===== src/rtl/hip_rst_seq_if.sv =====
// Board-level reset bundle between the HIP reset sequencer and the rest of the CPLD.
// Request/clock-status inputs come from the board; staged reset outputs go back out.
interface hip_rst_seq_if #(
  parameter int unsigned NREQ = 3
);

  logic [NREQ-1:0] REQ_RST_;
  logic            CLK_OK;
  logic            PCI_RST_;
  logic            PCI_SLOT_RST_;
  logic            PMC_RST_;
  logic            RST_BUSY;
  logic [NREQ:0]   RST_CAUSE;

  // Sequencer side: samples requests and clock status, drives the resets.
  modport master (
    input  REQ_RST_,
    input  CLK_OK,
    output PCI_RST_,
    output PCI_SLOT_RST_,
    output PMC_RST_,
    output RST_BUSY,
    output RST_CAUSE
  );

  // Board side: raises requests and clock status, observes the resets.
  modport slave (
    output REQ_RST_,
    output CLK_OK,
    input  PCI_RST_,
    input  PCI_SLOT_RST_,
    input  PMC_RST_,
    input  RST_BUSY,
    input  RST_CAUSE
  );

endinterface


===== src/rtl/hip_rst_seq.sv =====
// HIP CPLD board reset sequencer: debounces warm-reset requests, releases PCI, slot
// and PMC resets in staged order with programmable gaps, and latches the last reset cause.
module hip_rst_seq #(
  parameter int unsigned NREQ       = 3,
  parameter int unsigned DEB_CYCLES = 16,
  parameter int unsigned CNT_W      = 12,
  parameter int unsigned T_HOLD     = 'h0AA,
  parameter int unsigned T_SLOT     = 'h100,
  parameter int unsigned T_PMC      = 'hF00
) (
  input  logic          RST_CPLD_CLK,
  input  logic          PUSH_RST_,
  hip_rst_seq_if.master bus
);

  localparam int unsigned DEB_W   = 8;
  localparam int unsigned CAUSE_W = NREQ + 1;

  typedef enum logic [1:0] {
    S_HOLD     = 2'd0,
    S_REL_PCI  = 2'd1,
    S_REL_SLOT = 2'd2,
    S_RUN      = 2'd3
  } state_t;

  logic [NREQ-1:0]    r_req_m;
  logic [NREQ-1:0]    r_req_s;
  logic               r_ok_m;
  logic               r_ok_s;
  logic [DEB_W-1:0]   r_dcnt [NREQ];
  logic [NREQ-1:0]    w_qual;
  logic               w_any_qual;

  state_t             r_state;
  state_t             w_nstate;
  logic [CNT_W-1:0]   r_cnt;
  logic [CNT_W-1:0]   w_ncnt;

  logic               r_pci_rst_n;
  logic               r_slot_rst_n;
  logic               r_pmc_rst_n;
  logic               r_busy;
  logic [CAUSE_W-1:0] r_cause;

  // Two-flop synchronisers; requests idle high, clock status idles "not ok".
  always_ff @(posedge RST_CPLD_CLK or negedge PUSH_RST_) begin
    if (!PUSH_RST_) begin
      r_req_m <= '1;
      r_req_s <= '1;
      r_ok_m  <= 1'b0;
      r_ok_s  <= 1'b0;
    end else begin
      r_req_m <= bus.REQ_RST_;
      r_req_s <= r_req_m;
      r_ok_m  <= bus.CLK_OK;
      r_ok_s  <= r_ok_m;
    end
  end

  // Per-request low-time counters, saturating so a held request stays qualified.
  always_ff @(posedge RST_CPLD_CLK or negedge PUSH_RST_) begin
    if (!PUSH_RST_) begin
      for (int i = 0; i < int'(NREQ); i++) begin
        r_dcnt[i] <= '0;
      end
    end else begin
      for (int i = 0; i < int'(NREQ); i++) begin
        if (r_req_s[i]) begin
          r_dcnt[i] <= '0;
        end else if (r_dcnt[i] != DEB_W'(DEB_CYCLES)) begin
          r_dcnt[i] <= r_dcnt[i] + DEB_W'(1);
        end
      end
    end
  end

  always_comb begin
    w_qual = '0;
    for (int i = 0; i < int'(NREQ); i++) begin
      w_qual[i] = (r_dcnt[i] == DEB_W'(DEB_CYCLES));
    end
  end

  assign w_any_qual = |w_qual;

  // Stage sequencing; a qualified request aborts from any state, clock loss only mid-release.
  always_comb begin
    w_nstate = r_state;
    w_ncnt   = r_cnt;
    unique case (r_state)
      S_HOLD: begin
        if (r_ok_s && !w_any_qual) begin
          if (r_cnt == CNT_W'(T_HOLD - 1)) begin
            w_nstate = S_REL_PCI;
            w_ncnt   = '0;
          end else begin
            w_ncnt = r_cnt + CNT_W'(1);
          end
        end else begin
          w_ncnt = '0;
        end
      end
      S_REL_PCI: begin
        if (w_any_qual || !r_ok_s) begin
          w_nstate = S_HOLD;
          w_ncnt   = '0;
        end else if (r_cnt == CNT_W'(T_SLOT - 1)) begin
          w_nstate = S_REL_SLOT;
          w_ncnt   = '0;
        end else begin
          w_ncnt = r_cnt + CNT_W'(1);
        end
      end
      S_REL_SLOT: begin
        if (w_any_qual || !r_ok_s) begin
          w_nstate = S_HOLD;
          w_ncnt   = '0;
        end else if (r_cnt == CNT_W'(T_PMC - 1)) begin
          w_nstate = S_RUN;
          w_ncnt   = '0;
        end else begin
          w_ncnt = r_cnt + CNT_W'(1);
        end
      end
      S_RUN: begin
        w_ncnt = '0;
        if (w_any_qual) begin
          w_nstate = S_HOLD;
        end
      end
      default: begin
        w_nstate = S_HOLD;
        w_ncnt   = '0;
      end
    endcase
  end

  // Outputs decode the next state so they change on the same edge as the state.
  always_ff @(posedge RST_CPLD_CLK or negedge PUSH_RST_) begin
    if (!PUSH_RST_) begin
      r_state      <= S_HOLD;
      r_cnt        <= '0;
      r_pci_rst_n  <= 1'b0;
      r_slot_rst_n <= 1'b0;
      r_pmc_rst_n  <= 1'b0;
      r_busy       <= 1'b1;
      r_cause      <= CAUSE_W'(1);
    end else begin
      r_state      <= w_nstate;
      r_cnt        <= w_ncnt;
      r_pci_rst_n  <= (w_nstate != S_HOLD);
      r_slot_rst_n <= (w_nstate == S_REL_SLOT) || (w_nstate == S_RUN);
      r_pmc_rst_n  <= (w_nstate == S_RUN);
      r_busy       <= (w_nstate != S_RUN);
      // A fresh abort replaces the cause; requests arriving while held accumulate.
      if (w_any_qual) begin
        if (r_state == S_HOLD) begin
          r_cause <= r_cause | {w_qual, 1'b0};
        end else begin
          r_cause <= {w_qual, 1'b0};
        end
      end
    end
  end

  assign bus.PCI_RST_      = r_pci_rst_n;
  assign bus.PCI_SLOT_RST_ = r_slot_rst_n;
  assign bus.PMC_RST_      = r_pmc_rst_n;
  assign bus.RST_BUSY      = r_busy;
  assign bus.RST_CAUSE     = r_cause;

endmodule


===== src/flat_wrapper.sv =====
// flat-port wrapper written by rule: the top's interface ports become plain ports
module hip_rst_seq_flat 
#(
  parameter int unsigned NREQ       = 3,
  parameter int unsigned DEB_CYCLES = 16,
  parameter int unsigned CNT_W      = 12,
  parameter int unsigned T_HOLD     = 'h0AA,
  parameter int unsigned T_SLOT     = 'h100,
  parameter int unsigned T_PMC      = 'hF00
)
  (RST_CPLD_CLK, PUSH_RST_, bus_REQ_RST_, bus_CLK_OK, bus_PCI_RST_, bus_PCI_SLOT_RST_, bus_PMC_RST_, bus_RST_BUSY, bus_RST_CAUSE);
  hip_rst_seq_if #(.NREQ(NREQ)) bus_i ();
  input  logic RST_CPLD_CLK;
  input  logic PUSH_RST_;
  input wire logic [$bits(bus_i.REQ_RST_)-1:0] bus_REQ_RST_;
  input wire logic [$bits(bus_i.CLK_OK)-1:0] bus_CLK_OK;
  output wire logic [$bits(bus_i.PCI_RST_)-1:0] bus_PCI_RST_;
  output wire logic [$bits(bus_i.PCI_SLOT_RST_)-1:0] bus_PCI_SLOT_RST_;
  output wire logic [$bits(bus_i.PMC_RST_)-1:0] bus_PMC_RST_;
  output wire logic [$bits(bus_i.RST_BUSY)-1:0] bus_RST_BUSY;
  output wire logic [$bits(bus_i.RST_CAUSE)-1:0] bus_RST_CAUSE;
  assign bus_i.REQ_RST_ = bus_REQ_RST_;
  assign bus_i.CLK_OK = bus_CLK_OK;
  assign bus_PCI_RST_ = bus_i.PCI_RST_;
  assign bus_PCI_SLOT_RST_ = bus_i.PCI_SLOT_RST_;
  assign bus_PMC_RST_ = bus_i.PMC_RST_;
  assign bus_RST_BUSY = bus_i.RST_BUSY;
  assign bus_RST_CAUSE = bus_i.RST_CAUSE;
  hip_rst_seq #(.NREQ(NREQ), .DEB_CYCLES(DEB_CYCLES), .CNT_W(CNT_W), .T_HOLD(T_HOLD), .T_SLOT(T_SLOT), .T_PMC(T_PMC)) u_core (.RST_CPLD_CLK(RST_CPLD_CLK), .PUSH_RST_(PUSH_RST_), .bus(bus_i));
endmodule

===== config.mk =====
export PLATFORM = sky130hd
export DESIGN_NAME = hip_rst_seq_flat
export DESIGN_NICKNAME = d
export VERILOG_FILES = /design/src/rtl/hip_rst_seq_if.sv /design/src/rtl/hip_rst_seq.sv /design/src/flat_wrapper.sv
export SDC_FILE = /design/constraint.sdc
export NUM_CORES = 1
export LEC_CHECK = 0
export ABC_AREA = 1
export CAP_MARGIN = 20
export CORE_MARGIN = 2
export CORE_UTILIZATION = 64
export DETAILED_ROUTE_END_ITERATION = 10
export PLACE_DENSITY = 0.9
export RECOVER_POWER = 25
export SYNTH_ARGS = -nofsm -noshare
export SYNTH_HDL_FRONTEND = slang
export SYNTH_SLANG_ARGS = --single-unit

===== constraint.sdc =====
create_clock -name RST_CPLD_CLK -period 2.3 [get_ports RST_CPLD_CLK]
set_input_delay 0.345 -clock RST_CPLD_CLK [delete_from_list [all_inputs] [get_ports RST_CPLD_CLK]]
set_output_delay 0.345 -clock RST_CPLD_CLK [all_outputs]
set_load 0.01 [all_outputs]

# After elaboration in Yosys (flattened, before gate mapping)
# Index checks and enable logic that the tools add are counted.
# word_totals
reg_bits	54
input_bits	6
out_inout_bits	8
word_cells	67
# classes
add_sub_neg	4
eq_ne	15
n_mux	22
n_bitwise	1
reduce_logical	11
# ops
cell	count
two-way mux 12 bit	6
two-way mux 8 bit	6
one-hot mux 12 bit (4 select lines)	1
adder 8 x 1 -> 8 bit (second input constant)	3
equality test 12 x 8 -> 1 bit (second input constant)	2
equality test 8 x 5 -> 1 bit (second input constant)	3
inequality test 8 x 5 -> 1 bit (second input constant)	3
two-way mux 2 bit	7
adder 12 x 1 -> 12 bit (second input constant)	1
equality test 12 bit (second input constant)	1
equality test 2 bit (second input constant)	4
one-hot mux 2 bit (4 select lines)	1
nonzero test 2 bit	4
two-way mux 4 bit	1
bitwise OR 4 bit	1
OR reduction 3 bit	1
equality test 2 x 1 -> 1 bit (second input constant)	1
zero test 1 bit	2
zero test 2 bit	1
logical OR 1 bit	2
inequality test 2 bit (second input constant)	1
logical AND 1 bit	1

# Logic depth before layout (Yosys ltp)
# Gate-level depths: netlist (run 1).
# logic_depth
word_depth	8
mapped_depth	10
mapped_depth_nobuf	10

# Worst setup path before layout (run 1)
# No wires, ideal clock.
# synth_path
path_kind	register -> register
from	register u_core.r_cnt[0]
to	register u_core.r_cnt[9]
setup_ns	0.119
arrival_time_ns	1.306
t_required_ns	2.181
path_slack_ns	0.876
stages_incl_launch_ff	11
n_path_buf	0
path_cell_list	dfrtp_1 ha_1 nand2_1 nor2_2 nand2_2 inv_2 nand2_2 nand2_2 nand3_4 nand2_8 nor2_2
# synth_between
elab_chain_cells	4
# synth_rtl
item	line_no	text
from (decl)	hip_rst_seq.sv:36	logic [CNT_W-1:0] r_cnt;
from (signal assigned)	hip_rst_seq.sv:150	r_cnt <= w_ncnt;
adder 12 x 1 -> 12 bit, or another cell as far along	hip_rst_seq.sv:97, hip_rst_seq.sv:111, hip_rst_seq.sv:122	
two-way mux 12 bit (on tied branches)	hip_rst_seq.sv:118, hip_rst_seq.sv:93, hip_rst_seq.sv:107	
two-way mux 12 bit (on tied branches)	hip_rst_seq.sv:115, hip_rst_seq.sv:92, hip_rst_seq.sv:104	
one-hot mux 12 bit (4 select lines) (*)	hip_rst_seq.sv:90	unique case (r_state)
net u_core.w_ncnt[9]	hip_rst_seq.sv:37	logic [CNT_W-1:0] w_ncnt;
# The timed path passes the listed nets; every way through them passes the cells marked *.
# A chain may end at the register's enable or synchronous reset.

# Final worst setup path (run 1)
# layout_path
from	register u_core.r_cause[0], in the netlist u_core.bus.RST_CAUSE[0]
to	output port bus_RST_CAUSE[0]
# layout_lines
item	line_no	text
from (decl)	hip_rst_seq.sv:43	logic [CAUSE_W-1:0] r_cause;
from (signal assigned)	hip_rst_seq.sv:158	r_cause <= r_cause | {w_qual, 1'b0};
from (signal assigned)	hip_rst_seq.sv:160	r_cause <= {w_qual, 1'b0};
to (decl)	flat_wrapper.sv:21	output wire logic [$bits(bus_i.RST_CAUSE)-1:0] bus_RST_CAUSE;
# No word-level cell between the ends.

==> results of run 1 <==
[worst register-to-register path: stages, from the launching register on]
cell and delay [ps]:
dfrtp_1 420, ha_1 230, nand2_1 90, nor2_2 140, nand2_2 90, inv_2 90, nand2_2 80, nand2_2 90
nand3_4 100, nand2_8 130, nor2_2 50
[metrics by stage]
step                total power (uW)  setup WS (ps)  utilization  instances
floorplan                       1080            876            -        308
global placement                1120            813        0.714        372
detailed placement              1120            717        0.714        372
CTS                             1750            552        0.741        380
global route                    1810            525        0.741        380
finish                          1740            568        0.741        380
[kinds of logic (layout without fill, tap and decap cells)]
logic type,count (synthesis),after routing
simple gates,157,157
flops,54,54
buf+inv,51,73
compound gates,29,29
xor+xnor,9,9
fa+ha+maj,8,8
[final timing paths]
path / startpoint / endpoint / slack (ps) / depth (start not counted)
worst max-delay path: u_core.bus.RST_CAUSE[0] / bus_RST_CAUSE[0] / 570 / 1
worst min-delay path: u_core.r_ok_m / u_core.r_ok_s / 360 / 0
worst max register to register: u_core.r_cnt[0] / u_core.r_cnt[9] / 680 / 10
worst min register to register: u_core.r_ok_m / u_core.r_ok_s / 360 / 0
max in group asynchronous: PUSH_RST_ / u_core.r_dcnt[14] / 1150 / 2
min in group asynchronous: PUSH_RST_ / u_core.r_dcnt[21] / 380 / 2
[layout make-up]
type                    instances  area, um2  share of cell area
flip-flops and latches         54       1360               0.459
multi-input cells             203       1110               0.374
inverters                      51        191              0.0646
repair buffers                 14        130              0.0439
clock buffers                   6       72.6              0.0245
well taps                      50       62.6              0.0211
clock inverters                 2       37.5              0.0127
[placed cells by master, fill, tap and decap left out, types with 2 or more instances in the layout]
master           netlist  final
nand2_2                9      9
dfstp_2                8      8
xor2_1                 7      7
inv_2                  4      4
nand3_4                2      2
clkbuf_8               0      5
dfrtp_1               46     46
nor2_2                12     12
ha_1                   8      8
nor2_1                31     31
nor3_1                11     11
nand4_1                7      7
inv_1                 47     47
nand2_1               58     58
nand3_1               21     21
dlygate4sd3_1          0      4
xnor2_1                2      2
o21ai_0               13     13
clkdlybuf4s50_1        0      8
a21oi_1               14     14
[power by group]
| part | switching (uW) | internal, uW | total [uW] | leakage [uW] |
|---|---|---|---|---|
| logic | 67.7 | 37.3 | 105 | 0.000704 |
| registers | 20.9 | 977 | 998 | 0.000712 |
| clock network | 310 | 325 | 635 | 0.0000514 |
| total | 399 | 1340 | 1740 | 0.00147 |
[flip-flops by register name, indices dropped and copies added, names as in the netlist]
register,cells
u_core.r_req_m,3
u_core.bus.RST_BUSY,1
u_core.bus.PCI_SLOT_RST_,1
u_core.r_state,2
u_core.bus.RST_CAUSE,4
u_core.r_ok_m,1
u_core.r_dcnt,24
u_core.r_cnt,12
u_core.bus.PCI_RST_,1
u_core.bus.PMC_RST_,1
u_core.r_ok_s,1
u_core.r_req_s,3
[per-layer routing]
| metal | wire, um | track usage | vias to the layer above |
|---|---|---|---|
| li1 | - | - | 1006 |
| met1 | 2050 | 0.289 | 975 |
| met2 | 2420 | 0.429 | 29 |
| met3 | 126 | 0.0526 | 4 |
| met4 | 35 | 0.0625 | 0 |
| met5 | 0 | 0 | - |
==> results by group, run 1 <==
STA
  – Setup TNS: 0 ps
  – Tmin final: 1730 ps
  – Final setup fails: 0
  – Slew headroom: 0.149
  – Hold Vio Cnt, Final: 0
  – Max-slew violations: 0
  – Worst-margin pin slew: 1280 ps
  – Final worst-path cycle share: 0.753
  – Fmax: 577 MHz
  – Clk_skew: 5.40 ps
  – RSZ-0062 raised after global routing: false
  – Hold slack: 358 ps

Yosys
  – Synth Register Bits: 54
  – Sequential element share of the synthesized area: 0.512
  – Synth Area in Compound Gates: 0.0564
  – Distinct cell type count after synthesis: 25
  – Synth top area share: 0.433
  – Mux contribution to synthesized area: 0
  – Simple logic cell fraction of the synthesized area: 0.293
  – Largest cells by area after synthesis: dfrtp_1, nand2_1, dfstp_2
  – Synthesized area: 2660 um2
  – Main synth FF type: dfrtp_1
  – Cells after synthesis: 308
  – Yosys top cell by area: dfrtp_1
  – Synth Area per Inst: 8.64 um2
  – EDFF count, synth: 0
  – Syn Nets: 322
  – Synthesized-area fraction occupied by adder cells: 0.0376
  – Most frequent cells after synthesis: nand2_1, inv_1, dfrtp_1
  – Count leader, synth: nand2_1
  – Syn. warnings: 0
  – Largest family of logic cells by synthesized area: simple AND/OR/NAND/NOR gates
  – Synth async-reset ratio: 1.00
  – Post-synthesis xor/xnor area fraction: 0.0296

Floorplanning
  – Die height: 68.5 um
  – Initial Util: 0.665
  – Die Wd: 68.5 um
  – Die area: 4690 um2
  – Cell Rows: 23
  – Core area: 4000 um2
  – Top-level I/O count: 14

Worst setup path
  – Crit Path Category: flop to output port
  – CP cell instances: clkdlybuf4s50_1
  – Crit path buffers/inverters: 1
  – Setup crit end kind: output port
  – Slowest-stage cell, CP: dfstp_2
  – Arr. time, crit path: 1390 ps
  – Startpoint Class: flop
  – Critical Path RT: 1960 ps
  – Peak per-stage delay on the critical path: 550 ps
  – Crit path max fanout: 2
  – Worst path top cell family by delay: flip-flops

CTS
  – Postcts setup bufs: 0
  – CTS resizes: 0
  – Longest Clk Path Bufs: 2
  – Worst-path clk slew: 100 ps
  – Worst skew pair latency: 310 ps
  – CTS sink count: 54
  – CTS tree: built
  – # hold bufs at CTS: 0
  – Root buf cell: clkbuf_8
  – CTS buffer count: 5
  – H-tree Lvls: 2

Job
  – Max Cap Viol: 0

Place
  – DP HPWL: 3380 um
  – Final GP Congestion: 0.872
  – Total placed instance area: 2860 um2
  – I/O Buffers: 13

Routing
  – Vias per cell: 5.30
  – Drt first pass iters: 4
  – WL final: 4630 um
  – Wire per inst: 12.2 um
  – Vias after detailed routing: 2,014
  – # DRC: 0
  – 1st-iter DRT viols: 93
  – ANT nets after route: 0

Layout
  – Total Nets Final: 343
  – Post-route cell area: 2960 um2
  – Area grow syn2layout: 11.4%
  – Layout cells sized above 1: 0.148
  – Fill cell count: 304
  – Ant diodes: 0

Global route
  – Pin count of the biggest net entering global routing: 55
  – Gr ovfl total: 0
  – First-pass GRT wire length: 8340 um
  – Total track usage: 0.239
  – Number of global-route vias before repair: 2,002
  – Initial antenna violation count: 0

Pwr
  – VDD IR max: 0.483 mV
  – Pwr/cell area: 587 nW/um2
  – Leakage: 0.00147 uW

Worst hold path
  – Hold WC Path Type: flop to flop

Run status
  – Status: finished, final reports clean
(Power assumes the default switching activity.)
==> run 2: changes to the inputs <==
--- a/config.mk
+++ b/config.mk
@@ -8,9 +8,9 @@
 export ABC_AREA = 1
 export CAP_MARGIN = 20
 export CORE_MARGIN = 2
-export CORE_UTILIZATION = 64
+export CORE_UTILIZATION = 59
 export DETAILED_ROUTE_END_ITERATION = 10
-export PLACE_DENSITY = 0.9
+export PLACE_DENSITY = 0.85
 export RECOVER_POWER = 25
 export SYNTH_ARGS = -nofsm -noshare
 export SYNTH_HDL_FRONTEND = slang
==> constraint.sdc (replaced) <==
create_clock -name RST_CPLD_CLK -period 1.6 [get_ports RST_CPLD_CLK]
set_input_delay 0.24 -clock RST_CPLD_CLK [delete_from_list [all_inputs] [get_ports RST_CPLD_CLK]]
set_output_delay 0.24 -clock RST_CPLD_CLK [all_outputs]
set_load 0.01 [all_outputs]
==> run 2 against run 1 <==
Via count rose by 3.4%. Clock skew up 1.8 ps. Power rose by 36%. Largest cell class unchanged.
==> results by group, run 2 (synthesized netlist as in run 1, its figures left out) <==
Worst setup path
  – Crit path max fanout: 5
  – Startpoint Class: flop
  – Slowest-stage cell, CP: dfrtp_1
  – Critical Path RT: 1800 ps
  – CP cell instances: ha_4 > nand2_2 > nor2_4 > nand2_2 > inv_4 > nand2_2 > nand2_4 > nand3_4 > nand2_4 > nor2_2
  – Worst path top cell family by delay: simple AND/OR/NAND/NOR gates
  – Crit Path Category: flop to flop
  – Setup crit end kind: flop
  – Reg-to-reg slack, setup: 60 ps
  – CP dominant cell by count: nand2_2
  – Peak per-stage delay on the critical path: 440 ps
  – Worst r2r path cells: 10
  – Reg2reg end: u_core.r_cnt[4]
  – Crit path buffers/inverters: 1
  – Arr. time, crit path: 1730 ps
  – R2R Path Start: u_core.r_cnt[0]

Routing
  – Wire per inst: 12.9 um
  – Routed met3 length: 160 um
  – Drt first pass iters: 4
  – WL final: 5110 um
  – Highest routed layer: met4
  – Vias after detailed routing: 2,082
  – # DRC: 0
  – ANT nets after route: 0
  – 1st-iter DRT viols: 192
  – DR WL met2: 2730 um
  – Vias per cell: 5.27
  – Metal-1 WL: 2150 um

Pwr
  – VDD IR max: 0.478 mV
  – Total net switching power: 577 uW
  – Clock power share: 0.313
  – Pint: 1790 uW
  – Pwr/cell area: 762 nW/um2
  – Switching Share: 0.243
  – Part of the power in registers: 0.606
  – Combinational power share: 0.081
  – Leakage: 0.00154 uW

Layout
  – Max reg flops: 24
  – Total Nets Final: 356
  – Layout cells sized above 1: 0.222
  – Multi-input logic area: 1180 um2
  – Post-route cell area: 3110 um2
  – Most frequent cells in the layout: nand2_1, dfrtp_1, inv_1
  – Largest register by flop count: u_core.r_dcnt
  – Non-Filler Instances: 395
  – Area grow syn2layout: 16.9%
  – Ant diodes: 0
  – Final core occ: 0.714
  – Fill cell count: 311
  – Sequential Area: 1360 um2
  – Commonest non-fill, non-tap cell in the layout: nand2_1

Floorplanning
  – Die area: 5060 um2
  – Die height: 71.1 um
  – Die Wd: 71.1 um
  – Cell Rows: 24
  – Initial Util: 0.611
  – Top-level I/O count: 14
  – Core area: 4350 um2

CTS
  – CTS tree: built
  – CTS sink count: 54
  – Worst-path clk slew: 90 ps
  – Longest Clk Path Bufs: 2
  – Root buf cell: clkbuf_8
  – H-tree Lvls: 2
  – Worst skew pair latency: 300 ps
  – CTS buffer count: 5

STA
  – Tmin final: 1540 ps
  – Fmax: 651 MHz
  – Max-slew violations: 0
  – Final setup fails: 0
  – Slew headroom: 0.533
  – Final worst-path cycle share: 0.960
  – Worst-margin pin slew: 701 ps
  – Clk_skew: 7.21 ps
  – Hold Vio Cnt, Final: 0

Worst hold path
  – Hold path startpoint: u_core.r_req_m[1]
  – Hold EP: u_core.r_req_s[1]
  – Hold WC Path Type: flop to flop
  – Hold path depth: 0

Place
  – I/O Buffers: 13
  – DP HPWL: 3370 um
  – Total placed instance area: 2880 um2
  – Placed cells: 375
  – Final GP Congestion: 0.840

Global route
  – Pin count of the biggest net entering global routing: 55
  – Initial antenna violation count: 0
  – Number of global-route vias before repair: 2,059
  – Total track usage: 0.213
  – First-pass GRT wire length: 8650 um
  – Gr ovfl total: 0

Job
  – Max Cap Viol: 0

Run status
  – Status: finished, final reports clean
-- run 2: power by group through the flow --
stage          sequential (uW)  clock (uW)  combinational (uW)
4_1_cts                   1440         773                 161
6_report                  1440         742                 192
3_5_place_dp              1460           0                 158
3_3_place_gp              1460           0                 153
2_1_floorplan             1450           0                96.2
5_1_grt                   1440         810                 224
-- run 2: how the worst max path moves through the flow --
stage	start	endpoint	slack [ps]	cells after the start
final	u_core.r_cnt[0]	u_core.r_cnt[4]	60	10
after global routing	u_core.r_dcnt[1]	u_core.bus.RST_BUSY	-50	10
after CTS	u_core.r_cnt[0]	u_core.r_cnt[8]	20	10
after detailed placement	u_core.r_cnt[0]	u_core.r_cnt[7]	40	10
after global placement	u_core.r_cnt[0]	u_core.r_cnt[9]	110	10
after floorplan	u_core.r_cnt[0]	u_core.r_cnt[9]	180	10
-- run 2: routing by layer --
metal | up-vias | track usage
met2 | 36 | 0.389
li1 | 1034 | -
met3 | 9 | 0.0385
met5 | - | 0
met4 | 0 | 0.0629
met1 | 1003 | 0.253
-- run 2: final cells by class --
| cell class | count | area share |
|---|---|---|
| flip-flops and latches | 54 | 0.438 |
| multi-input cells | 204 | 0.380 |
| well taps | 52 | 0.0209 |
| repair buffers | 26 | 0.0716 |
| inverters | 51 | 0.0623 |
| clock buffers | 6 | 0.0233 |
| clock inverters | 2 | 0.00442 |
-- run 2: through the flow --
step / setup slack (ps) / TNS [ps] / hold WS (ps) / total power, uW
detailed placement: 40.0 / 0 / 257 / 1620
global placement: 111 / 0 / 256 / 1610
CTS: 20.8 / 0 / 329 / 2370
floorplan: 176 / 0 / -55.6 / 1550
global route: -46.4 / -248 / 362 / 2480
finish: 63.9 / 0 / 360 / 2370
-- run 2: what timing repair did --
item,in CTS,in global routing
gates resized for setup,2,22
cloned,0,1
endpoints found under the setup margin,2,19
hold buffers,1,0
buffers inserted,0,10
pin swaps,0,15
endpoints found under the hold margin,46,0
